[src/rtl/painel_pkg.sv]
// Shared definitions for the 5x7 LED panel scan controller.
// Geometry, FSM encoding and bitmap indexing helpers.
package painel_pkg;

   localparam int ROWS    = 7;
   localparam int COLS    = 5;
   localparam int FRAME_W = ROWS * COLS;

   typedef enum logic [1:0] {
      IDLE,
      BLANK,
      SHOW
   } state_t;

   function automatic logic [5:0] bitIdx(input int col, input int row);
      return 6'(col * ROWS + row);
   endfunction

   function automatic logic [COLS-1:0] rowBits(
      input logic [FRAME_W-1:0] frame,
      input logic [2:0]         row
   );
      logic [COLS-1:0] bits;
      bits = '0;
      for (int c = 0; c < COLS; c++) begin
         bits[c] = frame[bitIdx(c, int'(row))];
      end
      return bits;
   endfunction

endpackage

[src/rtl/painel_scan_ctrl_if.sv]
// Bitmap transfer handshake between the frame producer
// and the panel scan controller.
interface painel_scan_ctrl_if;
   import painel_pkg::*;

   logic               frame_valid;
   logic [FRAME_W-1:0] frame_data;
   logic               frame_ready;

   modport master (
      output frame_valid,
      output frame_data,
      input  frame_ready
   );

   modport slave (
      input  frame_valid,
      input  frame_data,
      output frame_ready
   );

endinterface

[src/rtl/painel_row_timer.sv]
// Row slot divider: counts clocks inside one row slot and
// flags the slot end and the leading blank window.
module painel_row_timer #(
   parameter int CLK_DIV      = 50000,
   parameter int BLANK_CYCLES = 2
) (
   input  logic clk,
   input  logic rst_n,
   input  logic run,
   output logic rowTick,
   output logic blankActive
);

   localparam int DW = (CLK_DIV > 1) ? $clog2(CLK_DIV) : 1;
   localparam logic [DW-1:0] LAST = DW'(CLK_DIV - 1);
   localparam logic [DW-1:0] BLK  = DW'(BLANK_CYCLES);

   logic [DW-1:0] cnt;
   logic [DW-1:0] cntNext;

   // Next count: parked at zero while idle, wraps at slot end.
   always_comb begin
      cntNext = cnt;
      if (!run || cnt == LAST) begin
         cntNext = '0;
      end else begin
         cntNext = cnt + DW'(1);
      end
   end

   // blankActive describes the cycle that follows the next edge.
   assign rowTick     = run && (cnt == LAST);
   assign blankActive = cntNext < BLK;

   // Divider register.
   always_ff @(posedge clk or negedge rst_n) begin
      if (!rst_n) begin
         cnt <= '0;
      end else begin
         cnt <= cntNext;
      end
   end

endmodule

[src/rtl/painel_scan_ctrl.sv]
// Row-scan sequencer for the 5x7 LED dot-matrix panel with
// tear-free frame promotion at the row 6 -> 0 boundary.
module painel_scan_ctrl
   import painel_pkg::*;
#(
   parameter int CLK_DIV      = 50000,
   parameter int BLANK_CYCLES = 2
) (
   input  logic             clk,
   input  logic             rst_n,
   painel_scan_ctrl_if.slave frm,
   output logic             sel1,
   output logic             sel2,
   output logic             sel3,
   output logic [ROWS-1:0]  row_en,
   output logic [COLS-1:0]  col_data,
   output logic             frame_start
);

   localparam logic [2:0] LASTROW = 3'(ROWS - 1);

   state_t             state;
   state_t             stateNext;
   logic [2:0]         row;
   logic [2:0]         rowNext;
   logic [FRAME_W-1:0] active;
   logic [FRAME_W-1:0] activeNext;
   logic [FRAME_W-1:0] pending;
   logic [FRAME_W-1:0] pendingNext;
   logic               pendingFull;
   logic               pendingFullNext;
   logic               startNext;
   logic               readyQ;
   logic               accept;
   logic               rowTick;
   logic               blankActive;

   logic [2:0]         selQ;
   logic [ROWS-1:0]    rowEnQ;
   logic [COLS-1:0]    colQ;
   logic               startQ;

   painel_row_timer #(
      .CLK_DIV      (CLK_DIV),
      .BLANK_CYCLES (BLANK_CYCLES)
   ) u_timer (
      .clk         (clk),
      .rst_n       (rst_n),
      .run         (state != IDLE),
      .rowTick     (rowTick),
      .blankActive (blankActive)
   );

   assign accept = frm.frame_valid & readyQ;

   // Next state, row, buffers and frame-start strobe.
   always_comb begin
      stateNext       = state;
      rowNext         = row;
      activeNext      = active;
      pendingNext     = pending;
      pendingFullNext = pendingFull;
      startNext       = 1'b0;
      unique case (state)
         IDLE: begin
            if (accept) begin
               activeNext = frm.frame_data;
               stateNext  = blankActive ? BLANK : SHOW;
               rowNext    = '0;
               startNext  = 1'b1;
            end
         end
         BLANK, SHOW: begin
            stateNext = blankActive ? BLANK : SHOW;
            if (rowTick) begin
               if (row == LASTROW) begin
                  rowNext   = '0;
                  startNext = 1'b1;
                  if (pendingFull) begin
                     activeNext      = pending;
                     pendingFullNext = 1'b0;
                  end
               end else begin
                  rowNext = row + 3'd1;
               end
            end
            // A frame landing on the promotion edge refills pending.
            if (accept) begin
               pendingNext     = frm.frame_data;
               pendingFullNext = 1'b1;
            end
         end
         default: begin
            stateNext = IDLE;
         end
      endcase
   end

   // State, row and frame buffer registers.
   always_ff @(posedge clk or negedge rst_n) begin
      if (!rst_n) begin
         state       <= IDLE;
         row         <= '0;
         active      <= '0;
         pending     <= '0;
         pendingFull <= 1'b0;
      end else begin
         state       <= stateNext;
         row         <= rowNext;
         active      <= activeNext;
         pending     <= pendingNext;
         pendingFull <= pendingFullNext;
      end
   end

   // Output registers, loaded from next-state values so they
   // line up with the state they describe.
   always_ff @(posedge clk or negedge rst_n) begin
      if (!rst_n) begin
         selQ   <= '0;
         rowEnQ <= '0;
         colQ   <= '0;
         startQ <= 1'b0;
         readyQ <= 1'b1;
      end else begin
         selQ   <= rowNext;
         rowEnQ <= (stateNext == SHOW) ? (ROWS'(1) << rowNext) : '0;
         colQ   <= (stateNext == IDLE) ? '0 : rowBits(activeNext, rowNext);
         startQ <= startNext;
         readyQ <= ~pendingFullNext;
      end
   end

   assign sel1            = selQ[0];
   assign sel2            = selQ[1];
   assign sel3            = selQ[2];
   assign row_en          = rowEnQ;
   assign col_data        = colQ;
   assign frame_start     = startQ;
   assign frm.frame_ready = readyQ;

endmodule

[src/flat_wrapper.sv]
// flat-port wrapper written by rule: the top's interface ports become plain ports
module painel_scan_ctrl_flat import painel_pkg::*;
#(
   parameter int CLK_DIV      = 50000,
   parameter int BLANK_CYCLES = 2
)
  (clk, rst_n, sel1, sel2, sel3, row_en, col_data, frame_start, frm_frame_valid, frm_frame_data, frm_frame_ready);
  painel_scan_ctrl_if frm_i ();
  input  logic clk;
  input  logic rst_n;
  output logic sel1;
  output logic sel2;
  output logic sel3;
  output logic [ROWS-1:0] row_en;
  output logic [COLS-1:0] col_data;
  output logic frame_start;
  input wire logic [$bits(frm_i.frame_valid)-1:0] frm_frame_valid;
  input wire logic [$bits(frm_i.frame_data)-1:0] frm_frame_data;
  output wire logic [$bits(frm_i.frame_ready)-1:0] frm_frame_ready;
  assign frm_i.frame_valid = frm_frame_valid;
  assign frm_i.frame_data = frm_frame_data;
  assign frm_frame_ready = frm_i.frame_ready;
  painel_scan_ctrl #(.CLK_DIV(CLK_DIV), .BLANK_CYCLES(BLANK_CYCLES)) u_core (.clk(clk), .rst_n(rst_n), .frm(frm_i), .sel1(sel1), .sel2(sel2), .sel3(sel3), .row_en(row_en), .col_data(col_data), .frame_start(frame_start));
endmodule
[config.mk]
export PLATFORM = sky130hd
export DESIGN_NAME = painel_scan_ctrl_flat
export DESIGN_NICKNAME = d
export VERILOG_FILES = /design/src/rtl/painel_pkg.sv /design/src/rtl/painel_scan_ctrl_if.sv /design/src/rtl/painel_row_timer.sv /design/src/rtl/painel_scan_ctrl.sv /design/src/flat_wrapper.sv
export SDC_FILE = /design/constraint.sdc
export NUM_CORES = 1
export LEC_CHECK = 0
export ABC_CLOCK_PERIOD_IN_PS = 7850
export CAP_MARGIN = 15
export CORE_MARGIN = 2
export CORE_UTILIZATION = 60
export DETAILED_ROUTE_END_ITERATION = 8
export PLACE_DENSITY = 0.83
export SLEW_MARGIN = 30
export SYNTH_ARGS = -nofsm -noshare
export SYNTH_HDL_FRONTEND = slang
export SYNTH_SLANG_ARGS = --single-unit
[constraint.sdc]
create_clock -name clk -period 7.85 [get_ports clk]
set_input_delay 1.1775 -clock clk [delete_from_list [all_inputs] [get_ports clk]]
set_output_delay 1.1775 -clock clk [all_outputs]
set_load 0.005 [all_outputs]
# ---- After elaboration in Yosys (flattened, before gate mapping)
# Index checks and enable logic that the tools add are counted.
dict set report totals {
  ff_bits 106
  output_inout_bits 17
  inputBits 38
}
dict set report op_classes {
  n_mux 33
  magnitude_cmp 6
  n_reduce_logical 8
  addsub 6
  bitwise_logic 2
  n_shift 1
  eq_ne 5
}
# cell n
set ops {}
lappend ops {{2-to-1 mux 35 bit} 4}
lappend ops {{one-hot mux 35 bit (2 select lines)} 1}
lappend ops {{< comparator 6 x 7 -> 1 bit, second input constant} 4}
lappend ops {{binary-select mux 1 bit (select 6 bit)} 4}
lappend ops {{adder 16 x 1 -> 16 bit, second input constant} 1}
lappend ops {{equality test 16 bit, second input constant} 1}
lappend ops {{< comparator 16 x 2 -> 1 bit, second input constant} 1}
lappend ops {{2-to-1 mux 16 bit} 1}
lappend ops {{adder 5 x 3 -> 6 bit, first input constant} 2}
lappend ops {{2-to-1 mux 1 bit} 12}
lappend ops {{2-to-1 mux 3 bit} 3}
lappend ops {{< comparator 3 x 7 -> 1 bit, second input constant} 1}
lappend ops {{2-to-1 mux 7 bit} 1}
lappend ops {{left shift 1 x 3 -> 7 bit, first input constant} 1}
lappend ops {{one-hot mux 3 bit (2 select lines)} 1}
lappend ops {{adder 4 x 3 -> 5 bit, first input constant} 1}
lappend ops {{2-to-1 mux 5 bit} 1}
lappend ops {{adder 3 x 3 -> 4 bit, first input constant} 1}
lappend ops {{equality test 2 bit, second input constant} 2}
lappend ops {{logical NOT 2 bit} 2}
lappend ops {{2-to-1 mux 2 bit} 2}
lappend ops {{one-hot mux 2 bit (2 select lines)} 1}
lappend ops {{adder 3 x 1 -> 3 bit, second input constant} 1}
lappend ops {{binary-select mux 1 bit (select 3 bit)} 1}
lappend ops {{11 further kinds} 11}

# ---- Depth between registers and ports, before layout
# Gate-level depths: netlist (run 1).
dict set report logic_depth {
  ltp_word 10
  depth_mapped 14
  depth_no_buf 13
}

# ---- Modules after synthesis
# Synthesis (run 1) repeated with hierarchy kept, for this count alone.
dict set report hier_totals {
  cells_unflattened 565
  area_unflattened_um2 5814.3
}
# mod seq_area_each_um2 cells_each instances area_each_um2
set modules_own_cells {}
lappend modules_own_cells {painel_scan_ctrl 2253.4 453 1 4760.8}
lappend modules_own_cells {painel_row_timer 400.4 112 1 1053.5}

# ---- Worst setup path after synthesis (run 1)
# OpenSTA, ideal clock, no wires.
dict set report synth_timing {
  path_type {input -> register}
  from {input port frm_frame_valid}
  to {register u_core.colQ[3] (netlist: u_core.col_data[3])}
  slack_ps 3857
  n_path_buf 3
  cell_stages 11
  arrival_time_ps 3872
  path_cell_list {a21boi_0 > clkbuf_1 > o21ai_0 > nand3_1 > clkbuf_1 > clkbuf_1 > ha_1 > ha_1 > a2111oi_0 > a31oi_1 > a41o_1}
}
dict set report synth_between {
  elab_chain_cells 7
}
# element line_no
set synth_rtl {}
lappend synth_rtl {{start, declared} flat_wrapper.sv:17} ;# input wire logic [$bits(frm_i.frame_valid)-1:0] frm_frame_valid;
lappend synth_rtl {{AND 1 bit} painel_scan_ctrl.sv:54} ;# assign accept = frm.frame_valid & readyQ;
lappend synth_rtl {{2-to-1 mux 3 bit} painel_scan_ctrl.sv:66} ;# if (accept) begin
lappend synth_rtl {{one-hot mux 3 bit (2 select lines)} painel_scan_ctrl.sv:64} ;# unique case (state)
lappend synth_rtl {{net u_core.rowNext[0]} painel_scan_ctrl.sv:25} ;# logic [2:0] rowNext;
lappend synth_rtl {{adder 5 x 3 -> 6 bit} painel_pkg.sv:16} ;# return 6'(col * ROWS + row);
lappend synth_rtl {{binary-select mux 1 bit (select 6 bit)} painel_pkg.sv:26} ;# bits[c] = frame[bitIdx(c, int'(row))];
lappend synth_rtl {{2-to-1 mux 1 bit (not written as such)} painel_pkg.sv:26}
lappend synth_rtl {{2-to-1 mux 5 bit} painel_scan_ctrl.sv:128} ;# colQ <= (stateNext == IDLE) ? '0 : rowBits(activeNext, rowNext);
lappend synth_rtl {{end signal, assigned} painel_scan_ctrl.sv:128}
lappend synth_rtl {{end, declared} painel_scan_ctrl.sv:40} ;# logic [COLS-1:0] colQ;
# The timed path passes the listed nets, and every way through them passes these cells. The select of a mux whose other input is x is not followed.
# A chain may end at the register's enable or synchronous reset.

# ---- Final worst setup path (run 1)
dict set report layout_timing {
  from {input port frm_frame_valid}
  to {register u_core.colQ[1] (netlist: u_core.col_data[1])}
}
dict set report layout_between {
  elab_chain_cells 7
}
# element line_no
set layout_rtl {}
lappend layout_rtl {{AND 1 bit (*)} painel_scan_ctrl.sv:54}
lappend layout_rtl {{2-to-1 mux 3 bit} painel_scan_ctrl.sv:66}
lappend layout_rtl {{one-hot mux 3 bit (2 select lines)} painel_scan_ctrl.sv:64}
lappend layout_rtl {{adder 3 x 3 -> 4 bit} painel_pkg.sv:16}
lappend layout_rtl {{binary-select mux 1 bit (select 6 bit)} painel_pkg.sv:26}
lappend layout_rtl {{2-to-1 mux 1 bit (not written as such)} painel_pkg.sv:26}
lappend layout_rtl {{2-to-1 mux 5 bit (*)} painel_scan_ctrl.sv:128}
# Mark *: on every way between the ends. The rest lies on a longest branch, timed or not. The select of a mux whose other input is x is not followed.

==> results of run 1 <==
-- worst max path at each step --
stage / start / to / slack, ns
after global placement: frm_frame_valid / u_core.col_data[1] / 3.30
after global routing: frm_frame_valid / u_core.col_data[1] / 3.10
after floorplan: frm_frame_valid / u_core.col_data[3] / 3.86
after detailed placement: frm_frame_valid / u_core.col_data[1] / 3.06
final: frm_frame_valid / u_core.col_data[1] / 3.31
after CTS: frm_frame_valid / u_core.col_data[1] / 3.45
-- per-layer routing --
metal	global-route usage, %	up-vias	share of wire (%)
li1	-	2174	-
met1	35.8	2348	42
met2	43.9	207	49
met3	5.88	36	6.5
met4	10.9	0	2.7
met5	0	-	0
-- cell type report --
type	count	share of cell area, %
Multi-Input combinational cell	389	43.1
Sequential cell	106	40.6
Timing Repair Buffer	59	8.80
Tap cell	129	2.47
Inverter	41	2.35
Clock buffer	11	2.16
Clock inverter	5	0.574
-- per-stage QoR --
stage / cells / area [µm²] / worst slack [ns] / hold WS (ns)
finish: 740 / 6540 / 3.31 / 0.514
global route: 740 / 6540 / 3.10 / 0.528
CTS: 740 / 6540 / 3.45 / 0.512
detailed placement: 724 / 6360 / 3.06 / 0.490
global placement: 724 / 6350 / 3.30 / 0.486
floorplan: 575 / 5790 / 3.86 / 0.466
-- worst register-to-register path, cell delays in order, from the launching register on --
cell	delay, ns
dfrtp_1	0.42
inv_1	0.09
ha_1	0.68
nand2b_1	0.28
nor3b_1	0.26
nand3_1	0.12
nand3_1	0.11
buf_4	0.37
inv_1	0.41
ha_1	0.34
xor2_1	0.36
mux2_2	0.39
a221oi_1	0.31
a31oi_1	0.07
-- power breakdown --
part,switching (mW),leakage [nW],internal [mW]
logic,0.0162,1.39,0.0166
registers,0,1.34,0.546
clock network,0.186,0.0863,0.126
total,0.202,2.82,0.688
-- cell usage in the layout (no fill, tap or decap), types with 11 or more instances in the layout --
master,synthesis,layout
ha_1,12,11
mux2i_1,14,14
inv_1,41,41
nor2_1,44,44
mux2_2,42,42
nand2_1,12,12
a221oi_1,26,26
nand3_1,12,11
a21oi_1,34,34
nor3_1,21,21
dfrtp_1,105,105
o21ai_0,44,44
clkdlybuf4s50_1,0,53
-- registers in the layout, summed over array words and instances (netlist names) --
name,flops
u_core.u_timer.cnt,16
u_core.row,3
u_core.state,2
u_core.frame_start,1
u_core.col_data,5
u_core.active,35
u_core.pendingFull,1
u_core.row_en,7
u_core.pending,35
u_core.frm.frame_ready,1
-- cells by family after synthesis --
kind of cell | count (synthesis)
adders and majority gates | 12
xor gates and xnor gates | 18
DFF | 106
and+or+nand+nor | 131
muxes | 59
AOI/OAI and AO/OA | 169
buffers and inverters | 80
==> impl_metrics.yaml, run 1 <==
run_status:
  status: "complete, no violations"
global_route:
  first_global_vias: 4591
  grt_overflow: 0
  grt_max_degree: 65
  antenna_found_initial: 0
  grt_pass1_wl_um: 22200
  grt_usage_pct: 27.1
yosys:
  synthAdderAreaFrac_pct: 2.59
  avgSynthCellArea_um2: 10.1
  ys_ff_latch: 106
  synthXorXnorAreaFrac_pct: 2.72
  yosysSeqAreaShare_pct: 45.8
  yosys.area_share.simple_pct: 11.6
  synth_top_cell_area_share_pct: 45.4
  synth_cell_types: 60
  synthFlopType: "dfrtp_1"
  synthArstFlopShare_pct: 100
  synth_area_leaders: "dfrtp_1 45%, mux2_2 8.2%, a221oi_1 3.9%"
  synthTopCellsByCount: "105 x dfrtp_1, 44 x nor2_1, 44 x o21ai_0"
  yosysTopAreaCell: "dfrtp_1"
  syn_inst: 575
  ys_warn_count: 0
  synth_edf_count: 0
  yosys-mux-area-fraction_pct: 11.8
  synth_nets: 625
  synth_compound_area_share_pct: 19.7
  syn_area_mm2: 0.00579
  yosysMostFrequentCell: "dfrtp_1"
  synth_top_family_by_area: "compound AO/OA/AOI/OAI gates"
worst_setup_path:
  max_stage_delay_ns: 0.52
  arrival_ns: 4.80
  cp-start-kind: "input port"
  required_ns: 8.10
  reg2reg_from: "u_core.state[0]"
  worst-path-max-fanout: 36
  path_cells: "clkdlybuf4s50_1, a21boi_2, o21ai_0, nand3_1, buf_4, inv_1, ha_1, xor2_1, mux2_2, a221oi_1, a31oi_1"
  critPathCaptureType: "flip-flop"
  crit_buf_inv: 3
  rrSetupSlack_ns: 3.52
  cp_num_cells: 11
  crit_type: "in2reg"
  cpMaxStageDelayCell: "clkdlybuf4s50_1"
  critPathTopFamily: "buffers and inverters"
  r2r_end: "u_core.col_data[1]"
  reg2reg_depth: 13
detailed_routing:
  firstDrtPassIters: 6
  drtIter0Drc: 387
  vias: 4765
  drt_wl_total_um: 13600
  routedWlPerCell_um: 18.4
  drc: 0
  vias_per_cell: 6.44
  final_antenna_net_count: 0
timing:
  fin_crit_ns: 4.54
  fin_crit_sh_pct: 57.9
  timing.slew.headroom_pct: 45.1
  timing.setup.tns_ns: 0
  setup_viol: 0
  slew_viol_final: 0
  finalClockSkew_ns: 0.00860
  tightest_slew_ns: 0.821
  hold_viol_final: 0
  rsz0062_at_grt: "false"
  max_freq_ghz: 0.220
die:
  core_mm2: 0.00928
  ioPinCount: 55
  die_y_um: 102
  num_rows: 35
  die_x_um: 102
  start_util_pct: 62.4
  die_area_mm2: 0.0105
place:
  io_buffers: 54
  dp_hpwl_um: 9010
  gp_congestion: 0.900
worst_hold_path:
  hold_path_depth: 1
  hold_class: "reg2reg"
  hold_end: "u_core.pending[24]"
  worstHoldStart: "u_core.pending[24]"
final_layout:
  antennaDiodeCount: 0
  area_growth_pct: 13.0
  final_util_pct: 70.5
  regArea_mm2: 0.00265
  fill_cells: 707
  drive_above_1_share_pct: 13.6
  multi_input_area_mm2: 0.00282
  nets: 656
clock_network:
  hold_buffers: 0
  post_cts_resized: 0
  path_clk_slew_ns: 0.09
  cts_setup_buffers: 0
  cts_buffers: 9
  htree_levels: 3
  cts_tree: "built"
  ctsLongestPathBuffers: 2
  insertion_delay_ns: 0.37
  cts-root-buf: "clkbuf_8"
  cts_num_sinks: 106
power_and_ir_drop:
  powerDensity_mw_per_mm2: 136
  peakVddDrop_v: 0.000106
  power_uw: 890
  p_leak_nw: 2.82
run:
  cap_viol_max_count: 0
Power figures use the tool's default switching activity.
==> inputs of run 2 (changes only) <==
--- a/config.mk
+++ b/config.mk
@@ -5,12 +5,12 @@
 export SDC_FILE = /design/constraint.sdc
 export NUM_CORES = 1
 export LEC_CHECK = 0
-export ABC_CLOCK_PERIOD_IN_PS = 7850
+export ABC_CLOCK_PERIOD_IN_PS = 4650
 export CAP_MARGIN = 15
 export CORE_MARGIN = 2
-export CORE_UTILIZATION = 60
+export CORE_UTILIZATION = 58
 export DETAILED_ROUTE_END_ITERATION = 8
-export PLACE_DENSITY = 0.83
+export PLACE_DENSITY = 0.81
 export SLEW_MARGIN = 30
 export SYNTH_ARGS = -nofsm -noshare
 export SYNTH_HDL_FRONTEND = slang
==> constraint.sdc (replaced) <==
create_clock -name clk -period 4.65 [get_ports clk]
set_input_delay 0.6975 -clock clk [delete_from_list [all_inputs] [get_ports clk]]
set_output_delay 0.6975 -clock clk [all_outputs]
set_load 0.005 [all_outputs]
==> run 2 against run 1 <==
  * Final area is 0.82% higher
  * Critical path type is now reg2reg
  * First-iteration DRC count is 8.0% higher
  * Via count is 1.4% higher
  * Largest cell class unchanged
  * Sequential cell count stayed put
  * Largest power group unchanged
  * Critical endpoint unchanged
  * Worst setup slack worse by 2.6 ns
  * Clock power is 88% higher
  * Register-to-register slack worse by 2.8 ns
  * Power is 76% higher
  * Clock skew is 0.0031 ns higher
  * Worst hold slack worse by 0.21 ns
  * Sequential share of layout area is 0.33 points lower
==> impl_metrics.yaml, run 2 (synthesis gave the netlist of run 1 again) <==
final_layout:
  fill_cells: 770
  nets: 659
  drive_above_1_share_pct: 14.2
  final_cell_mix: "105 x dfrtp_1, 53 x clkdlybuf4s50_1, 44 x nor2_1, 44 x o21ai_0, 42 x mux2_2"
  area_growth_pct: 13.9
  reg.largest.list: "u_core.active x35, u_core.pending x35, u_core.u_timer.cnt x16"
  fin_cells: 747
  antennaDiodeCount: 0
  layout_commonest_cell: "dfrtp_1"
clock_network:
  cts_buffers: 9
  ctsLongestPathBuffers: 2
  path_clk_slew_ns: 0.11
  cts_setup_buffers: 0
  htree_levels: 3
  post_cts_resized: 0
  cts_num_sinks: 106
  hold_buffers: 0
  insertion_delay_ns: 0.39
  cts-root-buf: "clkbuf_8"
  cts_tree: "built"
timing:
  finalClockSkew_ns: 0.0117
  rsz0062_at_grt: "false"
  hold_viol_final: 0
  tightest_slew_ns: 0.739
  timing.setup.tns_ns: 0
  fin_crit_sh_pct: 85.3
  max_freq_ghz: 0.252
  timing.slew.headroom_pct: 50.6
  fin_crit_ns: 3.97
  setup_viol: 0
  slew_viol_final: 0
die:
  start_util_pct: 59.5
  ioPinCount: 55
  die_area_mm2: 0.0108
  num_rows: 36
  die_y_um: 104
  core_mm2: 0.00973
  die_x_um: 104
worst_setup_path:
  crit_start: "u_core.u_timer.cnt[0]"
  rrSetupSlack_ns: 0.68
  crit_type: "reg2reg"
  cp-start-kind: "flip-flop"
  crit_buf_inv: 1
  reg2reg_depth: 12
  reg2reg_from: "u_core.u_timer.cnt[0]"
  cp_num_cells: 12
  cp-endpoint: "u_core.col_data[1]"
  cpMaxStageDelayCell: "or3_1"
  required_ns: 4.93
  max_stage_delay_ns: 0.48
  r2r_end: "u_core.col_data[1]"
  path_cells: "ha_1, nand3_1, or3_1, o31ai_1, a21oi_1, a31o_2, inv_1, ha_1, xor2_1, mux2_2, a221oi_1, a31oi_1"
  arrival_ns: 4.25
  critPathTopFamily: "compound AO/OA/AOI/OAI gates"
  critPathCaptureType: "flip-flop"
  critPathMostFrequentCell: "ha_1"
  worst-path-max-fanout: 14
global_route:
  antenna_found_initial: 0
  grt_overflow: 0
  grt_usage_pct: 27.3
  grt_pass1_wl_um: 23800
  first_global_vias: 4805
  grt_max_degree: 70
power_and_ir_drop:
  p_leak_nw: 2.85
  powerDensity_mw_per_mm2: 237
  peakVddDrop_v: 0.000168
detailed_routing:
  firstDrtPassIters: 8
  final_antenna_net_count: 0
  drc: 0
  vias_per_cell: 6.47
  drtIter0Drc: 418
  drt_wl_total_um: 14400
  routedWlPerCell_um: 19.3
  vias: 4834
worst_hold_path:
  hold_class: "in2async"
place:
  gp_congestion: 0.899
  placed_cells: 731
  io_buffers: 54
  dp_hpwl_um: 9600
run:
  cap_viol_max_count: 0
run_status:
  status: "complete, no violations"
-- run 2: cell count changes in the layout (fill, tap and decap cells not counted), sizes merged --
cell	before	now
clkbuf	11	9
clkinvlp	2	1
buf	6	9
clkinv	1	3
bufinv	0	1
-- run 2: metal layers --
| metal | part of all wire [%] | track usage, % |
|---|---|---|
| met5 | 0 | 0 |
| met2 | 48 | 43.6 |
| met1 | 43 | 36.6 |
| met3 | 6.6 | 6.45 |
| met4 | 2.1 | 9.85 |
-- run 2: power breakdown --
part,total (mW),internal (mW),switching (mW)
sequential,0.921,0.921,0
combinational,0.0573,0.0284,0.0289
clock,0.585,0.254,0.332
total,1.56,1.20,0.360
-- run 2: worst min path at each step --
stage                  startpoint  slack (ns)                  to
2_1_floorplan               rst_n        0.40    u_core.active[0]
3_5_place_dp   u_core.pending[24]        0.49  u_core.pending[24]
6_report                    rst_n        0.30  u_core.pending[24]
5_1_grt                     rst_n        0.35  u_core.pending[28]
3_3_place_gp   u_core.pending[21]        0.48  u_core.pending[21]
4_1_cts                     rst_n        0.45  u_core.pending[24]
-- run 2: cell type report --
type	count	area (µm²)	share of cell area [%]
multi-input combinational	389	2820	42.7
sequential	106	2650	40.2
timing repair buffer	62	602	9.12
tap	133	166	2.52
inverter	41	154	2.33
clock buffer	9	124	1.88
clock inverter	7	77.6	1.18
-- run 2: worst reg2reg max path, delay by kind of cell, from the launching register on --
family          cells  cell delay, ns
compound gates      5            1.05
simple gates        2            0.77
fa+ha+maj           2            0.56
flops               1            0.44
mux                 1            0.39
xor+xnor            1            0.34
buf+inv             1            0.31
-- run 2: through the flow --
stage | hold slack [ns] | utilization (%) | power (mW) | area (µm²) | setup WS, ns
after floorplan | 0.402 | - | 0.940 | 5790 | 1.11
after global placement | 0.480 | 65.6 | 0.996 | 6380 | 0.861
after detailed placement | 0.489 | 65.6 | 0.997 | 6380 | 0.719
after CTS | 0.451 | 67.7 | 1.58 | 6590 | 0.729
after global routing | 0.348 | 67.8 | 1.62 | 6600 | 0.329
final | 0.304 | 67.8 | 1.56 | 6600 | 0.682
==> inputs of run 3 (changes only) <==
--- a/config.mk
+++ b/config.mk
@@ -5,12 +5,13 @@
 export SDC_FILE = /design/constraint.sdc
 export NUM_CORES = 1
 export LEC_CHECK = 0
-export ABC_CLOCK_PERIOD_IN_PS = 4650
+export ABC_CLOCK_PERIOD_IN_PS = 4500
 export CAP_MARGIN = 15
 export CORE_MARGIN = 2
 export CORE_UTILIZATION = 58
 export DETAILED_ROUTE_END_ITERATION = 8
 export PLACE_DENSITY = 0.81
+export REMOVE_ABC_BUFFERS = 1
 export SLEW_MARGIN = 30
 export SYNTH_ARGS = -nofsm -noshare
 export SYNTH_HDL_FRONTEND = slang
==> constraint.sdc (replaced) <==
create_clock -name clk -period 4.5 [get_ports clk]
set_input_delay 0.675 -clock clk [delete_from_list [all_inputs] [get_ports clk]]
set_output_delay 0.675 -clock clk [all_outputs]
set_load 0.005 [all_outputs]
==> run 3 against run 2 <==
  * Routed wire length fell by 4.8%
  * Critical path depth unchanged
  * Power up 2.2%
  * First-iteration DRC count decreased by 4.1%
  * Cell count grew 0.40%
  * Final area is essentially flat
  * Critical path type unchanged
==> impl_metrics.yaml, run 3 (synthesis gave the netlist of run 1 again) <==
run_status:
  status: "complete, no violations"
die:
  die_x_um: 104
  ioPinCount: 55
  die_y_um: 104
  start_util_pct: 59.5
  die_area_mm2: 0.0108
  core_mm2: 0.00973
  num_rows: 36
detailed_routing:
  final_antenna_net_count: 0
  drc: 0
  vias: 4752
  vias_per_cell: 6.34
  firstDrtPassIters: 5
  drtIter0Drc: 401
  routedWlPerCell_um: 18.3
  drt_wl_total_um: 13700
run:
  cap_viol_max_count: 0
worst_setup_path:
  worst-path-max-fanout: 14
  cp-endpoint: "u_core.col_data[1]"
  required_ns: 4.76
  critPathCaptureType: "flip-flop"
  cpMaxStageDelayCell: "or3_1"
  critPathMostFrequentCell: "ha_1"
  max_stage_delay_ns: 0.49
  crit_type: "reg2reg"
  crit_start: "u_core.u_timer.cnt[0]"
  arrival_ns: 4.30
  rrSetupSlack_ns: 0.47
  r2r_end: "u_core.col_data[1]"
  reg2reg_depth: 12
  cp-start-kind: "flip-flop"
  path_cells: "ha_1, nand3_1, or3_1, o31ai_1, a21oi_1, a31o_2, inv_1, ha_1, xor2_1, mux2_2, a221oi_1, a31oi_1"
  reg2reg_from: "u_core.u_timer.cnt[0]"
clock_network:
  cts_num_sinks: 106
  cts-root-buf: "clkbuf_8"
  hold_buffers: 0
  ctsLongestPathBuffers: 2
  cts_buffers: 9
  path_clk_slew_ns: 0.10
  cts_setup_buffers: 0
  post_cts_resized: 0
  insertion_delay_ns: 0.38
  htree_levels: 3
  cts_tree: "built"
final_layout:
  drive_above_1_share_pct: 13.8
  antennaDiodeCount: 0
  final_cell_mix: "105 x dfrtp_1, 53 x clkdlybuf4s50_1, 44 x nor2_1, 44 x o21ai_0, 42 x mux2_2"
  fill_cells: 761
  nets: 662
  layout_commonest_cell: "dfrtp_1"
  fin_cells: 750
  area_growth_pct: 14.0
  reg.largest.list: "u_core.active x35, u_core.pending x35, u_core.u_timer.cnt x16"
global_route:
  grt_usage_pct: 26.3
  first_global_vias: 4718
  grt_overflow: 0
  antenna_found_initial: 0
  grt_max_degree: 58
  grt_pass1_wl_um: 23200
power_and_ir_drop:
  seq_power_share_pct: 59.6
  power_mw: 1.60
  p_comb_share_pct: 3.8
  p_int_mw: 1.24
  p_sw_uw: 356
  powerDensity_mw_per_mm2: 242
  p_sw_share_pct: 22.3
  peakVddDrop_v: 0.000141
  p_leak_nw: 2.86
  power_frac_clock_pct: 36.7
timing:
  setup_viol: 0
  max_freq_ghz: 0.248
  rsz0062_at_grt: "false"
  finalClockSkew_ns: 0.0124
  fin_crit_sh_pct: 89.6
  timing.slew.headroom_pct: 47.6
  timing.setup.tns_ns: 0
  slew_viol_final: 0
  hold_viol_final: 0
  fin_crit_ns: 4.03
  tightest_slew_ns: 0.784
place:
  placed_cells: 734
  dp_hpwl_um: 9460
  io_buffers: 54
  gp_congestion: 0.878
worst_hold_path:
  hold_class: "in2async"
==> run 3: layer usage <==
| metal | share of wire [%] | up-vias | global-route usage (%) |
|---|---|---|---|
| met2 | 47 | 214 | 41.0 |
| met3 | 6.3 | 36 | 4.57 |
| met1 | 45 | 2310 | 37.1 |
| li1 | - | 2192 | - |
| met4 | 2.3 | 0 | 9.94 |
| met5 | 0 | - | 0 |
==> run 3: per-stage QoR <==
stage | hold slack (ns) | area, µm² | utilization, % | setup WS (ns)
finish | 0.311 | 6600 | 67.8 | 0.466
global route | 0.353 | 6600 | 67.8 | 0.0687
CTS | 0.333 | 6600 | 67.8 | 0.525
detailed placement | 0.494 | 6410 | 65.9 | 0.532
global placement | 0.489 | 6390 | 65.7 | 0.720
floorplan | 0.379 | 5610 | - | -0.861
==> run 3: worst min-delay path by stage <==
stage                        from                 end  slack, ns  depth (start not counted)
2_1_floorplan               rst_n    u_core.active[0]       0.38                          0
3_3_place_gp   u_core.pending[20]  u_core.pending[20]       0.49                          1
3_5_place_dp   u_core.pending[20]  u_core.pending[20]       0.49                          1
4_1_cts                     rst_n  u_core.pending[23]       0.33                          1
5_1_grt                     rst_n  u_core.pending[23]       0.35                          1
6_report                    rst_n  u_core.pending[23]       0.31                          1
==> run 3: cell type report <==
cell class,count,area (µm²),share of cell area [%]
tap,133,166,2.52
timing repair buffer,65,633,9.59
multi-input combinational,389,2810,42.5
clock buffer,12,135,2.05
inverter,41,154,2.33
clock inverter,4,51.3,0.777
sequential,106,2650,40.2
==> run 3: worst max-delay path: cells and delay by family (launching register included) <==
| kind | cells | cell delay, ns |
|---|---|---|
| flip-flops | 1 | 0.42 |
| buffers and inverters | 1 | 0.31 |
| multiplexers | 1 | 0.39 |
| AO/OA/AOI/OAI | 5 | 1.12 |
| AND/OR/NAND/NOR | 2 | 0.77 |
| adder cells (fa/ha/maj) | 2 | 0.56 |
| XOR/XNOR | 1 | 0.33 |
==> run 3: power by group through the flow <==
stage / Clock, mW / Sequential [mW] / Combinational (mW)
final: 0.586 / 0.952 / 0.0599
after global routing: 0.635 / 0.952 / 0.0661
after CTS: 0.596 / 0.952 / 0.0615
after detailed placement: 0 / 0.971 / 0.0610
after global placement: 0 / 0.971 / 0.0587
after floorplan: 0 / 0.971 / 0.000379
